$ cat config.mk
export PLATFORM = sky130hd
export DESIGN_NAME = coin_acceptor
export DESIGN_NICKNAME = d
export VERILOG_FILES = /design/src/rtl/coin_pkg.sv /design/src/rtl/coin_sense_filter.sv /design/src/rtl/coin_acceptor.sv
export SDC_FILE = /design/constraint.sdc
export NUM_CORES = 1
export LEC_CHECK = 0
export CORE_MARGIN = 1.5
export CORE_UTILIZATION = 50
export CTS_CLUSTER_DIAMETER = 120
export CTS_CLUSTER_SIZE = 8
export DETAILED_ROUTE_END_ITERATION = 6
export DONT_BUFFER_PORTS = 1
export MAX_ROUTING_LAYER = met4
export PLACE_DENSITY_LB_ADDON = 0.2
export SLEW_MARGIN = 10
export SYNTH_ARGS = -nofsm -noshare
export SYNTH_HDL_FRONTEND = slang
export SYNTH_HIERARCHICAL = 1
export SYNTH_SLANG_ARGS = --single-unit
$ cat constraint.sdc
create_clock -name clk -period 1.5 [get_ports clk]
set_input_delay 0.15 -clock clk [delete_from_list [all_inputs] [get_ports clk]]
set_output_delay 0.15 -clock clk [all_outputs]
set_load 0.05 [all_outputs]
$ cat src/rtl/coin_pkg.sv
// -----------------------------------------------------------------------------
// coin_pkg
// Shared definitions for the coin acceptor and the downstream vending FSM so
// both sides agree on the coin codes.
//   coin_code_e  : 2-bit coin code carried on the `coin` bus (never 2'b11)
//   coin_state_e : 3-bit acceptance FSM state encoding
//   STATS_W      : width of the optional insertion statistics counters
// -----------------------------------------------------------------------------
package coin_pkg;

    typedef enum logic [1:0] {
        COIN_NONE = 2'b00,
        COIN_05   = 2'b01,
        COIN_10   = 2'b10
    } coin_code_e;

    typedef enum logic [2:0] {
        ST_IDLE     = 3'd0,
        ST_ACCEPT   = 3'd1,
        ST_REJECT   = 3'd2,
        ST_WAIT_REL = 3'd3,
        ST_STUCK    = 3'd4
    } coin_state_e;

    localparam int STATS_W = 8;

endpackage : coin_pkg

$ cat src/rtl/coin_sense_filter.sv
// -----------------------------------------------------------------------------
// coin_sense_filter
// Two-flop synchroniser followed by a debounce filter for one raw coin sensor.
// The filtered output only changes after the synchronised input has disagreed
// with it for DEB_CYCLES consecutive cycles.
//   clk   in  : system clock
//   rstn  in  : asynchronous active-low reset
//   sense in  : raw, asynchronous, possibly bouncing sensor
//   filt  out : synchronised, debounced sensor level
// Parameter DEB_CYCLES (>= 2): stable cycles needed before `filt` toggles.
// -----------------------------------------------------------------------------
module coin_sense_filter #(
    parameter int DEB_CYCLES = 4
) (
    input  logic clk,
    input  logic rstn,
    input  logic sense,
    output logic filt
);

    localparam int CW = $clog2(DEB_CYCLES) + 1;
    localparam logic [CW-1:0] CNT_LAST = CW'(DEB_CYCLES - 1);
    localparam logic [CW-1:0] CNT_ONE  = CW'(1);

    logic          sync1;
    logic          sync2;
    logic [CW-1:0] cnt;

    // NOTE: sequential state uses non-blocking (<=) so every flop samples the
    // pre-edge value of the others; blocking here would collapse the synchroniser.
    always_ff @(posedge clk or negedge rstn) begin
        if (!rstn) begin
            sync1 <= 1'b0;
            sync2 <= 1'b0;
            cnt   <= '0;
            filt  <= 1'b0;
        end else begin
            sync1 <= sense;
            sync2 <= sync1;
            if (sync2 == filt) begin
                cnt <= '0;
            end else if (cnt == CNT_LAST) begin
                // Disagreement has now lasted DEB_CYCLES cycles: accept it.
                filt <= ~filt;
                cnt  <= '0;
            end else begin
                cnt <= cnt + CNT_ONE;
            end
        end
    end

endmodule : coin_sense_filter

$ cat src/rtl/coin_acceptor.sv
// -----------------------------------------------------------------------------
// coin_acceptor
// Turns the two raw coin-slot sensors into a clean one-cycle `coin` code for the
// vending FSM. Each sensor is synchronised and debounced, then an acceptance FSM
// accepts single coins, rejects illegal or locked-out insertions and flags a
// sensor that stays high too long.
//   clk       in  : system clock
//   rstn      in  : asynchronous active-low reset
//   sense_05  in  : raw 0.5-yuan sensor
//   sense_10  in  : raw 1-yuan sensor
//   lock      in  : downstream busy; coins seen while high are rejected
//   coin      out : one-cycle coin code (00 none, 01 0.5 yuan, 10 1 yuan)
//   reject    out : one-cycle pulse opening the return flap
//   err       out : high while a sensor is considered stuck
// Optional macro COIN_ACCEPTOR_STATS_EN adds saturating 8-bit counters:
//   cnt_05, cnt_10 out : accepted coins of each kind
//   cnt_rej        out : rejected insertions
// -----------------------------------------------------------------------------
module coin_acceptor
    import coin_pkg::*;
#(
    parameter int DEB_CYCLES   = 4,
    parameter int STUCK_CYCLES = 1024
) (
    input  logic               clk,
    input  logic               rstn,
    input  logic               sense_05,
    input  logic               sense_10,
    input  logic               lock,
    output logic [1:0]         coin,
    output logic               reject,
    output logic               err
`ifdef COIN_ACCEPTOR_STATS_EN
    ,
    output logic [STATS_W-1:0] cnt_05,
    output logic [STATS_W-1:0] cnt_10,
    output logic [STATS_W-1:0] cnt_rej
`endif
);

    localparam int SW = $clog2(STUCK_CYCLES) + 1;
    localparam logic [SW-1:0] STUCK_LAST = SW'(STUCK_CYCLES - 1);
    localparam logic [SW-1:0] STUCK_MAX  = SW'(STUCK_CYCLES);
    localparam logic [SW-1:0] STUCK_ONE  = SW'(1);

    logic        f05;
    logic        f10;
    coin_state_e state;
    coin_state_e state_next;
    coin_code_e  code_q;
    logic [SW-1:0] stuck_cnt;

    coin_sense_filter #(.DEB_CYCLES(DEB_CYCLES)) u_filt_05 (
        .clk   (clk),
        .rstn  (rstn),
        .sense (sense_05),
        .filt  (f05)
    );

    coin_sense_filter #(.DEB_CYCLES(DEB_CYCLES)) u_filt_10 (
        .clk   (clk),
        .rstn  (rstn),
        .sense (sense_10),
        .filt  (f10)
    );

    always_ff @(posedge clk or negedge rstn) begin
        if (!rstn) begin
            state <= ST_IDLE;
        end else begin
            state <= state_next;
        end
    end

    // NOTE: state_next gets a default before the case so no path leaves it
    // unassigned; otherwise synthesis would infer a latch.
    always_comb begin
        state_next = state;
        case (state)
            ST_IDLE: begin
                if (f05 && f10) begin
                    state_next = ST_REJECT;
                end else if (f05 ^ f10) begin
                    state_next = lock ? ST_REJECT : ST_ACCEPT;
                end
            end
            ST_ACCEPT,
            ST_REJECT: state_next = ST_WAIT_REL;
            ST_WAIT_REL: begin
                // Release wins over the stuck timeout on the same cycle.
                if (!f05 && !f10) begin
                    state_next = ST_IDLE;
                end else if (stuck_cnt == STUCK_LAST) begin
                    state_next = ST_STUCK;
                end
            end
            ST_STUCK: begin
                if (!f05 && !f10) begin
                    state_next = ST_IDLE;
                end
            end
            default: state_next = ST_IDLE;
        endcase
    end

    // Code is captured only on the IDLE->ACCEPT step, so a second sensor
    // appearing later cannot alter the emitted coin.
    always_ff @(posedge clk or negedge rstn) begin
        if (!rstn) begin
            code_q <= COIN_NONE;
        end else if (state == ST_IDLE && state_next == ST_ACCEPT) begin
            code_q <= f05 ? COIN_05 : COIN_10;
        end
    end

    // Counts cycles spent in WAIT_REL; frozen in STUCK, cleared elsewhere.
    always_ff @(posedge clk or negedge rstn) begin
        if (!rstn) begin
            stuck_cnt <= '0;
        end else begin
            case (state)
                ST_WAIT_REL: begin
                    if (stuck_cnt != STUCK_MAX) begin
                        stuck_cnt <= stuck_cnt + STUCK_ONE;
                    end
                end
                ST_STUCK: stuck_cnt <= stuck_cnt;
                default:  stuck_cnt <= '0;
            endcase
        end
    end

    // Moore outputs: decoded from registered state only.
    always_comb begin
        coin   = COIN_NONE;
        reject = 1'b0;
        err    = 1'b0;
        case (state)
            ST_ACCEPT: coin   = code_q;
            ST_REJECT: reject = 1'b1;
            ST_STUCK:  err    = 1'b1;
            default: ;
        endcase
    end

`ifdef COIN_ACCEPTOR_STATS_EN
    localparam logic [STATS_W-1:0] STAT_MAX = '1;
    localparam logic [STATS_W-1:0] STAT_ONE = STATS_W'(1);

    always_ff @(posedge clk or negedge rstn) begin
        if (!rstn) begin
            cnt_05  <= '0;
            cnt_10  <= '0;
            cnt_rej <= '0;
        end else begin
            if (state == ST_ACCEPT && code_q == COIN_05 && cnt_05 != STAT_MAX) begin
                cnt_05 <= cnt_05 + STAT_ONE;
            end
            if (state == ST_ACCEPT && code_q == COIN_10 && cnt_10 != STAT_MAX) begin
                cnt_10 <= cnt_10 + STAT_ONE;
            end
            if (state == ST_REJECT && cnt_rej != STAT_MAX) begin
                cnt_rej <= cnt_rej + STAT_ONE;
            end
        end
    end
`endif

endmodule : coin_acceptor

==> results.md <==
* Status: finished with violations
* Failing checks: setup timing
* Critical Path Start Type: flop
* Clock-pin slew on the worst setup and hold paths at 150 ps
* Flops & latches, synth at 28
* Seq pwr share at 0.372
* Synth top area cells: dfrtp_1 50%, ha_1 5.4%, mux2_2 3.2%
* Sw Ratio at 0.348
* Fillcell total at 171
* Yosys top cell by area: dfrtp_1
* Num rows at 18
* Area Growth Syn to Fin at 33.1%
* Share of power burned in combinational logic at 0.449
* Global router's overall resource usage at 0.198
* PD cells at 1500 mW/mm^2
* Setup ws final at -91.4 ps
* Final-report setup violation count at 11
* FF-to-FF setup slack at -90 ps
* H-tree levels at 1
* Die Height at 55.8 um
* Antenna-violating nets left at 0
* Met1 usage at 0.257
* Number of max-cap violations at 0
* Average wire per standard cell at 16.1 um
* Vias in the first global route at 1076
* Worst Setup Path Type: flop to flop
* GP Congestion at 0.807
* Proportion of layout cells with a drive suffix above 1 at 0.413
* RSZ-0062 raised after global routing: true
* Core ar. at 0.00257 sq mm
* Slew @ Worst Pin at 348 ps
* VDD IR max at 0.00129 V
* Cell Count, Final, Fillers Out at 185
* CP arrival at 1870 ps
* GR peak layer: met2
* Met3 Use GR at 0.0233
* Total Nets Final at 167
* Register area share after synthesis at 0.502
* Post-synth top flop: dfrtp_1
* Vias at 1098
* Iter 0 DRT Violations at 31
* DRT Pass-1 Iters at 4
* CP startpoint: state[2]$_DFF_PN0_
* Crit path capture: stuck_cnt[5]$_DFFE_PN0P_
* Top-area cell type share of the netlist area at 0.502
* Placed instance count at 170
* Worst r2r src: state[2]$_DFF_PN0_
* Ports at 9
* I/O Buffers at 0
* CP endpoint kind: flop
* CP Max Fanout at 9
* Initial antenna violation count at 0
* CTS Buf Count at 3
* Synth Net Count at 134
* Critical R2R Capture: stuck_cnt[5]$_DFFE_PN0P_
* Ant. Diodes at 0
* DP HPWL at 1.92 mm
* Cell count of the worst reg-to-reg path at 5
* Syn Inst Count at 123
* DP Area at 0.00157 sq mm
* Mapped Area at 0.00140 sq mm
* Met2 usage in global routing at 0.316
* Design Area, Final at 0.00186 sq mm
* Top delay family on crit path: simple AND/OR/NAND/NOR gates
* P_leak at 0.000808 uW
* Min-Delay Path Class: primary input to flop
* NetSw at 969 uW
* TritonCTS clock tree: built
* Crit path depth at 5
* DIE AREA at 0.00312 sq mm
* Die Wd at 55.8 um
* Largest net degree at the start of global routing at 29
* Clock root buffer: clkbuf_4
* Clock Skews at 6.65 ps
* Clock Power Share at 0.179
* Fin. Hold Viols at 0
* CP Buf/Inv Count at 2
* CP Data Required Time at 1780 ps
* Starting Density at 0.543
* CTS max path bufs at 2
* Clock Latency Late Sink at 340 ps
* Number of synthesized flops with an enable pin at 0
* Fin crit period at 1590 ps
* Final WL at 2.97 mm
* Internal at 1820 uW
* Yosys warning count at 6
* Mean Syn Cell Area at 11.3 sq um
* Peak Freq at 628 MHz
* Max transition margin at 0.762
* DRC at 0
* Via-per-instance ratio at 5.94
* First-pass GRT wire length at 4.77 mm
* Critical Path Slowest Stage Cell: or4_4
* Fin crit share at 1.06
* Slew Limit Fails at 0
* Ordered list of cells on the worst path: or3b_4 > inv_4 > buf_6 > or4_4 > a21oi_2
* Clk sinks at 28
* Yosys cell types at 41
* Global route overflow at 0
* Worst stage delay on the critical path at 480 ps
* Async set-reset flop share out of synthesis at 1.00
## through the flow
stage | hold WS (ps) | util | total power [uW] | setup TNS (ps) | worst slack (ps)
finish | 38.7 | 0.723 | 2790 | -371 | -91.4
global placement | -145 | 0.610 | 1990 | -38.2 | -19.3
floorplan | -146 | - | 1670 | 0 | 3.96
detailed placement | -145 | 0.610 | 2030 | -189 | -68.3
CTS | 53.3 | 0.686 | 2650 | -280 | -71.9
global route | 30.5 | 0.723 | 2980 | -978 | -122
## power groups by stage
stage / Sequential [uW] / Combinational, uW / Clock [uW]
2_1_floorplan: 1040 / 629 / 0
3_3_place_gp: 1040 / 954 / 0
3_5_place_dp: 1050 / 980 / 0
4_1_cts: 1030 / 1110 / 513
5_1_grt: 1060 / 1380 / 544
6_report: 1040 / 1250 / 499
## routing by layer
| metal | up-vias | part of all wire |
|---|---|---|
| met3 | 5 | 0.038 |
| li1 | 525 | - |
| met2 | 26 | 0.49 |
| met1 | 542 | 0.45 |
| met5 | - | 0 |
| met4 | 0 | 0.015 |
## cell families after synthesis
family / after synthesis / share of synthesized area
flops: 28 / 0.502
mux: 6 / 0.0466
compound gates: 27 / 0.132
buf+inv: 11 / 0.0395
xor+xnor: 3 / 0.0188
simple gates: 42 / 0.207
fa+ha+maj: 6 / 0.0538
## flip-flops by register name, indices dropped and copies added (netlist names)
register	cells
code_q	2
state	3
stuck_cnt	11
u_filt_05/cnt	3
u_filt_05/filt	1
u_filt_05/sync1	1
u_filt_05/sync2	1
u_filt_10/cnt	3
u_filt_10/filt	1
u_filt_10/sync1	1
u_filt_10/sync2	1
## worst min path at each step
stage | cells past startpoint | startpoint | slack (ps) | endpoint
after floorplan | 0 | rstn | -150 | code_q[0]$_DFFE_PN0P_
after global placement | 0 | rstn | -150 | stuck_cnt[7]$_DFFE_PN0P_
after detailed placement | 0 | rstn | -150 | stuck_cnt[7]$_DFFE_PN0P_
after CTS | 3 | lock | 50 | state[0]$_DFF_PN0_
after global routing | 3 | lock | 30 | state[0]$_DFF_PN0_
final | 3 | lock | 40 | state[0]$_DFF_PN0_
## cell usage in the layout (no fill, tap or decap), types with 3 or more instances in the layout
master	synthesis	routed
or4_1	5	3
dlygate4sd3_1	0	3
buf_4	1	23
nor3b_1	6	5
o21ai_0	4	4
dfrtp_1	28	28
o31ai_1	5	4
buf_8	0	3
o21ai_1	3	3
inv_1	7	5
a21oi_2	0	4
clkbuf_4	0	3
or4_4	1	3
ha_1	6	4
mux2_2	4	3
a21o_1	3	3
nand2_1	5	4
## worst reg2reg max path, stage by stage (launching register included)
cell and delay, ps:
dfrtp_1 440, or3b_4 270, inv_4 50, buf_6 140
or4_4 480, a21oi_2 160
## what timing repair did
action / 4_1_cts / 5_1_grt
setup buffers: 5 / 2
pin swaps: 5 / 7
endpoints found under the hold margin: 30 / 0
endpoints found under the setup margin: 10 / 15
hold buffers: 4 / 0
gates resized for setup: 13 / 19
## synth_stat cells, drive strengths merged, types with 2 or more instances
library cell and number:
dfrtp 28, inv 8, o21ai 7, a21oi 6
ha 6, nor3b 6, or4 6, nand2 5
o31ai 5, mux2 4, a21o 3, nand3 3
nor4 3, and3 2, buf 2, mux2i 2
nand4 2, nor2 2, nor2b 2, nor3 2
o2bb2ai 2, xnor2 2
## cell type report
class	instances	area, sq um	area share
Inverter	8	32.5	0.0175
Clock inverter	1	30.0	0.0162
Clock buffer	3	22.5	0.0121
Sequential cell	28	701	0.377
Timing Repair Buffer	31	279	0.150
Multi-Input combinational cell	84	754	0.406
Tap cell	30	37.5	0.0202
No activity file was read; power rests on OpenSTA's default activity.
